==> src/rtl/ram_arbiter_pkg.sv <==
// Shared types for the SRAM arbiter: bus widths, FSM state and grant encodings.
package ram_arbiter_pkg;

  typedef logic [31:0] RegBus;
  typedef logic [3:0]  RamSel;
  typedef logic [31:0] DataAddrBus;
  typedef logic [19:0] SramAddrBus;

  typedef enum logic [1:0] {
    ArbIdle   = 2'd0,
    ArbAccess = 2'd1,
    ArbAck    = 2'd2
  } arb_state_e;

  typedef enum logic {
    GntInst = 1'b0,
    GntData = 1'b1
  } arb_gnt_e;

  localparam logic [3:0] StrobeIdle = 4'b1110;  // {ce_n, oe_n, we_n, data_oe}

endpackage

==> src/rtl/ram_arbiter_if.sv <==
// Requester-side bundle between the IF/MEM stages and the SRAM arbiter.
interface ram_arbiter_if;
  import ram_arbiter_pkg::*;

  logic       inst_req_i;
  DataAddrBus inst_addr_i;
  RegBus      inst_data_o;
  logic       inst_ack_o;

  logic       data_req_i;
  logic       data_we_i;
  RamSel      data_sel_i;
  DataAddrBus data_addr_i;
  RegBus      data_wdata_i;
  RegBus      data_rdata_o;
  logic       data_ack_o;

  logic       stall_req_o;

  modport slave (
    input  inst_req_i, inst_addr_i,
    input  data_req_i, data_we_i, data_sel_i, data_addr_i, data_wdata_i,
    output inst_data_o, inst_ack_o, data_rdata_o, data_ack_o, stall_req_o
  );

  modport master (
    output inst_req_i, inst_addr_i,
    output data_req_i, data_we_i, data_sel_i, data_addr_i, data_wdata_i,
    input  inst_data_o, inst_ack_o, data_rdata_o, data_ack_o, stall_req_o
  );

endinterface

==> src/rtl/ram_wait_cnt.sv <==
// SRAM wait-state counter: loads on ACCESS entry, counts down, flags zero.
// Only instantiated when RAM_ARB_WAIT_EN is defined.
module ram_wait_cnt (
  input  logic       clk,
  input  logic       rst,
  input  logic       i_load,
  input  logic       i_dec,
  input  logic [2:0] i_load_val,
  output logic       o_zero
);

  logic [2:0] r_cnt;

  always_ff @(posedge clk or negedge rst) begin
    if (!rst) begin
      r_cnt <= 3'd0;
    end else if (i_load) begin
      r_cnt <= i_load_val;
    end else if (i_dec && (r_cnt != 3'd0)) begin
      r_cnt <= r_cnt - 3'd1;
    end
  end

  assign o_zero = (r_cnt == 3'd0);

endmodule

==> src/rtl/ram_arbiter.sv <==
// Single-port SRAM arbiter between instruction fetch and MEM data access (data wins).
// Define RAM_ARB_WAIT_EN to stretch ACCESS by WAIT_CYCLES extra cycles.
module ram_arbiter
  import ram_arbiter_pkg::*;
#(
  parameter int unsigned WAIT_CYCLES = 1
) (
  input  logic          clk,
  input  logic          rst,
  ram_arbiter_if.slave  bus,
  output SramAddrBus    ram_addr_o,
  output RamSel         ram_be_n_o,
  output logic          ram_ce_n_o,
  output logic          ram_oe_n_o,
  output logic          ram_we_n_o,
  output RegBus         ram_data_o,
  output logic          ram_data_oe_o,
  input  RegBus         ram_data_i
);

  arb_state_e r_state;
  arb_gnt_e   r_gnt;
  logic       r_we;
  SramAddrBus r_ram_addr;
  RamSel      r_ram_be_n;
  logic       r_ram_ce_n;
  logic       r_ram_oe_n;
  logic       r_ram_we_n;
  RegBus      r_ram_data;
  logic       r_ram_data_oe;
  RegBus      r_inst_data;
  RegBus      r_data_rdata;
  logic       r_inst_ack;
  logic       r_data_ack;

  logic w_any_req;
  logic w_access_last;
  logic w_unused_addr;

  assign w_any_req = bus.data_req_i | bus.inst_req_i;

`ifdef RAM_ARB_WAIT_EN
  logic w_cnt_zero;

  ram_wait_cnt u_wait_cnt (
    .clk        (clk),
    .rst        (rst),
    .i_load     ((r_state == ArbIdle) && w_any_req),
    .i_dec      ((r_state == ArbAccess) && !w_cnt_zero),
    .i_load_val (3'(WAIT_CYCLES)),
    .o_zero     (w_cnt_zero)
  );

  assign w_access_last = w_cnt_zero;
`else
  logic w_unused_wait;

  assign w_unused_wait = |3'(WAIT_CYCLES);
  assign w_access_last = 1'b1;
`endif

  always_ff @(posedge clk or negedge rst) begin
    if (!rst) begin
      r_state       <= ArbIdle;
      r_gnt         <= GntInst;
      r_we          <= 1'b0;
      r_ram_addr    <= '0;
      r_ram_be_n    <= 4'hF;
      r_ram_ce_n    <= 1'b1;
      r_ram_oe_n    <= 1'b1;
      r_ram_we_n    <= 1'b1;
      r_ram_data    <= '0;
      r_ram_data_oe <= 1'b0;
      r_inst_data   <= '0;
      r_data_rdata  <= '0;
      r_inst_ack    <= 1'b0;
      r_data_ack    <= 1'b0;
    end else begin
      unique case (r_state)
        ArbIdle: begin
          r_inst_ack <= 1'b0;
          r_data_ack <= 1'b0;
          // Data belongs to the older instruction, so it always wins a tie.
          if (bus.data_req_i) begin
            r_gnt         <= GntData;
            r_we          <= bus.data_we_i;
            r_ram_addr    <= bus.data_addr_i[21:2];
            r_ram_be_n    <= ~bus.data_sel_i;
            r_ram_data    <= bus.data_wdata_i;
            r_ram_ce_n    <= 1'b0;
            r_ram_oe_n    <= bus.data_we_i;
            r_ram_we_n    <= ~bus.data_we_i;
            r_ram_data_oe <= bus.data_we_i;
            r_state       <= ArbAccess;
          end else if (bus.inst_req_i) begin
            r_gnt         <= GntInst;
            r_we          <= 1'b0;
            r_ram_addr    <= bus.inst_addr_i[21:2];
            r_ram_be_n    <= 4'h0;
            r_ram_ce_n    <= 1'b0;
            r_ram_oe_n    <= 1'b0;
            r_ram_we_n    <= 1'b1;
            r_ram_data_oe <= 1'b0;
            r_state       <= ArbAccess;
          end
        end
        ArbAccess: begin
          if (w_access_last) begin
            if (!r_we) begin
              if (r_gnt == GntData) r_data_rdata <= ram_data_i;
              else                  r_inst_data  <= ram_data_i;
            end
            r_ram_ce_n    <= 1'b1;
            r_ram_oe_n    <= 1'b1;
            r_ram_we_n    <= 1'b1;
            r_ram_be_n    <= 4'hF;
            r_ram_data_oe <= 1'b0;
            r_data_ack    <= (r_gnt == GntData);
            r_inst_ack    <= (r_gnt == GntInst);
            r_state       <= ArbAck;
          end
        end
        ArbAck: begin
          r_inst_ack <= 1'b0;
          r_data_ack <= 1'b0;
          r_state    <= ArbIdle;
        end
        default: r_state <= ArbIdle;
      endcase
    end
  end

  // Only the word address within a 4 MiB window reaches the pins.
  assign w_unused_addr = ^{bus.inst_addr_i[31:22], bus.inst_addr_i[1:0],
                           bus.data_addr_i[31:22], bus.data_addr_i[1:0]};

  assign bus.inst_data_o  = r_inst_data;
  assign bus.inst_ack_o   = r_inst_ack;
  assign bus.data_rdata_o = r_data_rdata;
  assign bus.data_ack_o   = r_data_ack;
  assign bus.stall_req_o  = (bus.data_req_i & ~r_data_ack) | (bus.inst_req_i & ~r_inst_ack);

  assign ram_addr_o    = r_ram_addr;
  assign ram_be_n_o    = r_ram_be_n;
  assign ram_ce_n_o    = r_ram_ce_n;
  assign ram_oe_n_o    = r_ram_oe_n;
  assign ram_we_n_o    = r_ram_we_n;
  assign ram_data_o    = r_ram_data;
  assign ram_data_oe_o = r_ram_data_oe;

endmodule

==> src/flat_wrapper.sv <==
// flat-port wrapper written by rule: the top's interface ports become plain ports
module ram_arbiter_flat import ram_arbiter_pkg::*;
#(
  parameter int unsigned WAIT_CYCLES = 1
)
  (clk, rst, ram_addr_o, ram_be_n_o, ram_ce_n_o, ram_oe_n_o, ram_we_n_o, ram_data_o, ram_data_oe_o, ram_data_i, bus_inst_req_i, bus_inst_addr_i, bus_data_req_i, bus_data_we_i, bus_data_sel_i, bus_data_addr_i, bus_data_wdata_i, bus_inst_data_o, bus_inst_ack_o, bus_data_rdata_o, bus_data_ack_o, bus_stall_req_o);
  ram_arbiter_if bus_i ();
  input  logic clk;
  input  logic rst;
  output SramAddrBus ram_addr_o;
  output RamSel ram_be_n_o;
  output logic ram_ce_n_o;
  output logic ram_oe_n_o;
  output logic ram_we_n_o;
  output RegBus ram_data_o;
  output logic ram_data_oe_o;
  input  RegBus ram_data_i;
  input wire logic [$bits(bus_i.inst_req_i)-1:0] bus_inst_req_i;
  input wire logic [$bits(bus_i.inst_addr_i)-1:0] bus_inst_addr_i;
  input wire logic [$bits(bus_i.data_req_i)-1:0] bus_data_req_i;
  input wire logic [$bits(bus_i.data_we_i)-1:0] bus_data_we_i;
  input wire logic [$bits(bus_i.data_sel_i)-1:0] bus_data_sel_i;
  input wire logic [$bits(bus_i.data_addr_i)-1:0] bus_data_addr_i;
  input wire logic [$bits(bus_i.data_wdata_i)-1:0] bus_data_wdata_i;
  output wire logic [$bits(bus_i.inst_data_o)-1:0] bus_inst_data_o;
  output wire logic [$bits(bus_i.inst_ack_o)-1:0] bus_inst_ack_o;
  output wire logic [$bits(bus_i.data_rdata_o)-1:0] bus_data_rdata_o;
  output wire logic [$bits(bus_i.data_ack_o)-1:0] bus_data_ack_o;
  output wire logic [$bits(bus_i.stall_req_o)-1:0] bus_stall_req_o;
  assign bus_i.inst_req_i = bus_inst_req_i;
  assign bus_i.inst_addr_i = bus_inst_addr_i;
  assign bus_i.data_req_i = bus_data_req_i;
  assign bus_i.data_we_i = bus_data_we_i;
  assign bus_i.data_sel_i = bus_data_sel_i;
  assign bus_i.data_addr_i = bus_data_addr_i;
  assign bus_i.data_wdata_i = bus_data_wdata_i;
  assign bus_inst_data_o = bus_i.inst_data_o;
  assign bus_inst_ack_o = bus_i.inst_ack_o;
  assign bus_data_rdata_o = bus_i.data_rdata_o;
  assign bus_data_ack_o = bus_i.data_ack_o;
  assign bus_stall_req_o = bus_i.stall_req_o;
  ram_arbiter #(.WAIT_CYCLES(WAIT_CYCLES)) u_core (.clk(clk), .rst(rst), .bus(bus_i), .ram_addr_o(ram_addr_o), .ram_be_n_o(ram_be_n_o), .ram_ce_n_o(ram_ce_n_o), .ram_oe_n_o(ram_oe_n_o), .ram_we_n_o(ram_we_n_o), .ram_data_o(ram_data_o), .ram_data_oe_o(ram_data_oe_o), .ram_data_i(ram_data_i));
endmodule
==> config.mk <==
export PLATFORM = sky130hd
export DESIGN_NAME = ram_arbiter_flat
export DESIGN_NICKNAME = d
export VERILOG_FILES = /design/src/rtl/ram_arbiter_pkg.sv /design/src/rtl/ram_arbiter_if.sv /design/src/rtl/ram_wait_cnt.sv /design/src/rtl/ram_arbiter.sv /design/src/flat_wrapper.sv
export SDC_FILE = /design/constraint.sdc
export NUM_CORES = 1
export LEC_CHECK = 0
export CAP_MARGIN = 20
export CORE_AREA = 2 2 117 119
export DETAILED_ROUTE_END_ITERATION = 7
export DIE_AREA = 0 0 119 121
export GPL_ROUTABILITY_DRIVEN = 0
export MAX_ROUTING_LAYER = met4
export PLACE_DENSITY_LB_ADDON = 0.3
export REMOVE_ABC_BUFFERS = 1
export SLEW_MARGIN = 20
export SYNTH_ARGS = -nofsm -noshare
export SYNTH_HDL_FRONTEND = slang
export SYNTH_SLANG_ARGS = --single-unit
export TNS_END_PERCENT = 100
==> constraint.sdc <==
create_clock -name clk -period 2 [get_ports clk]
set_input_delay 0.4 -clock clk [delete_from_list [all_inputs] [get_ports clk]]
set_output_delay 0.4 -clock clk [all_outputs]
set_load 0.02 [all_outputs]
==> impl_metrics.ini <==
[run_status]
status = complete, but fails checks
violations = hold timing

[clock_tree]
clock-sinks = 130
numCtsBuffers = 17
clockBufferDepth = 2
root_buffer = clkbuf_16
htree_levels = 4
cts_tree = yes
clock_latency_ns = 0.41
cts.clk_slew.worst_paths_ns = 0.05

[floorplan]
dieArea_sq_um = 14400
die_w_um = 119
io_pins = 264
initial_core_util = 0.393
die_y_um = 121
rows = 42
core_area_sq_um = 13100

[worst_hold_path]
hold_path_class = in -> async

[setup_path]
max_stage_delay_ns = 0.63
required_ns = 1.60
critPathKind = reg -> out
path_buf_inv = 1
crit_fanout = 2
worstPathCellList = clkdlybuf4s50_1
startpoint_type = flop
arrival_ns = 1.56
endpoint_kind = output port
cp_top_family = buffers and inverters
reg2reg_slack_ns = 0.43
crit_slowest_cell = clkdlybuf4s50_1

[finish]
drive_above_1_share = 0.244
areaGrowthSynthToFinish_pct = 62.7
fill_cells = 999
nNetsFinal = 735
num_antenna_cells = 0
design_area_sq_um = 8370

[job]
max_cap_violations = 0

[logic_synthesis]
yosys.area.top_type_share = 0.598
yosysSeqAreaShare = 0.634
synth_cells = 346
synth_area_leaders = dfrtp_1 (60%), mux2_2 (20%), o21ai_0 (4.4%)
netlist_area_sq_um = 5140
syn-mean-instance-area_sq_um = 14.9
ys_types = 29
ys_ff_latch = 130
yosys.area.top_type = dfrtp_1
yosysWarnings = 0

[power]
power_mw = 14.8
netSwitchingFraction = 0.347
p_switching_mw = 5.15
comb_power_share = 0.480
p_leak_nw = 3.50
clockPowerShare = 0.199
p_per_area_nw_per_um2 = 1770
ir_drop_uv = 760
p_seq_frac = 0.321
p_int_mw = 9.68

[timing]
rsz0062_at_grt = false
hold_viol_final = 1
layout_setup_ws_ns = 0.0368
fin_worst_skew_ns = 0.00749
period_needed_ns = 1.96
hold_ws_ns = -0.00116
timing.fmax_ghz = 0.509
fin_crit_sh = 0.982
setup_viol = 0
slew_headroom = 0.744
tightest_slew_ns = 0.384
drv_slew = 0

[route]
routed_wl_um = 13400
drc = 0
post_drt_wl_per_cell_um = 17.0
drtPass1Iterations = 4
via_per_inst = 4.77
ant_nets = 0
vias = 3754
drt_iter0_drc = 108

[global_route]
grt_usage = 0.195
overflow = 0
antenna_found_initial = 0
grt_first_pass_wirelength_um = 20900
grt_max_degree = 72
grt_pass1_vias = 4157

[placed_design]
place_area_sq_um = 7800
io_buffers = 239
dp_hpwl_um = 9590
post-place-ws_ns = -0.158
[logic make-up after synthesis]
| family | Yosys count | synth area share |
|---|---|---|
| AND/OR/NAND/NOR | 13 | 0.0207 |
| flip-flops | 130 | 0.634 |
| multiplexers | 117 | 0.251 |
| AO/OA/AOI/OAI | 57 | 0.0625 |
| buffers and inverters | 29 | 0.0319 |
[final timing paths]
path | start | to | cells past startpoint
worst min-delay path | rst | u_core.bus.inst_data_o[0]$_DFFE_PN0P_ | 2
worst min register to register | u_core.ram_be_n_o[1]$_DFFE_PN1P_ | u_core.ram_be_n_o[1]$_DFFE_PN1P_ | 2
worst max-delay path | u_core.ram_oe_n_o$_DFFE_PN1P_ | ram_oe_n_o | 1
max in group asynchronous | rst | u_core.ram_data_o[0]$_DFFE_PN0P_ | 2
min in group clk | u_core.ram_be_n_o[1]$_DFFE_PN1P_ | u_core.ram_be_n_o[1]$_DFFE_PN1P_ | 2
worst max register to register | u_core.r_state[0]$_DFFE_PN0P_ | u_core.ram_oe_n_o$_DFFE_PN1P_ | 4
[synthesized netlist by cell type (all sizes together)]
cell type,n
a22o,1
a21oi,4
nand2,5
nor3,2
o21ai,45
inv,8
nor2b,1
o22ai,1
nor2,1
a32o,1
and2,1
nand2b,1
buf,16
clkbuf,5
a21o,2
o21bai,1
a221o,1
dfstp,7
mux2i,21
or2,1
nor3b,1
dfrtp,123
a22oi,1
mux2,96
[power groups by stage]
stage / Combinational (mW) / Sequential (mW) / Clock, mW
floorplan: 1.84 / 6.40 / 0
global placement: 7.06 / 4.71 / 0
detailed placement: 7.19 / 4.81 / 0
CTS: 7.22 / 4.79 / 3.03
global route: 7.51 / 4.93 / 3.14
finish: 7.12 / 4.76 / 2.95
[metrics by stage]
stage	TNS, ns	std cells	hold slack [ns]	util
final	0	787	-0.00116	0.640
after global routing	0	787	0.0125	0.640
after CTS	0	787	0.00727	0.640
after detailed placement	-2.22	755	0.448	0.596
after global placement	-2.22	755	0.439	0.596
after floorplan	-18.79	325	0.104	-
[flip-flops by register name (all words and copies together) (netlist names), 2 cells and up]
| name | count |
|---|---|
| u_core.bus.data_rdata_o | 32 |
| u_core.bus.inst_data_o | 32 |
| u_core.ram_data_o | 32 |
| u_core.ram_addr_o | 20 |
| u_core.ram_be_n_o | 4 |
| u_core.r_state | 2 |
[placed cells by master, fill, tap and decap left out, types with 3 or more instances in the layout]
master | netlist | routed
a21oi_1 | 4 | 4
buf_12 | 0 | 5
buf_4 | 7 | 11
clkbuf_1 | 5 | 5
clkbuf_16 | 0 | 17
clkbuf_8 | 0 | 6
clkdlybuf4s50_1 | 0 | 236
dfrtp_1 | 123 | 123
dfstp_2 | 7 | 7
inv_1 | 7 | 7
mux2_1 | 3 | 3
mux2_2 | 93 | 93
mux2i_1 | 21 | 21
nand2_1 | 5 | 5
o21ai_0 | 45 | 45
[what timing repair did]
action / CTS / global route
endpoints found under the setup margin: 1 / 1
gates resized for setup: 1 / 1
buffers inserted: 0 / 0
pin swaps: 0 / 0
hold buffers: 0 / 0
[metal layers]
metal  vias to the layer above  GRT usage  wire length, um
met4                         0     0.0938              369
met5                         -          -                0
met1                      1851      0.209             5140
li1                       1727          -                -
met2                       152      0.335             7060
met3                        24     0.0531              777
[layout make-up]
type                            count  area [sq um]  share of cell area
Clock buffer                       28           527              0.0629
Clock inverter                      4          47.5             0.00568
Inverter                            8          30.0             0.00359
Multi-Input combinational cell    187          1720               0.205
Sequential cell                   130          3260               0.390
Tap cell                          176           220              0.0263
Timing Repair Buffer              254          2570               0.307
Power figures use the tool's default switching activity.
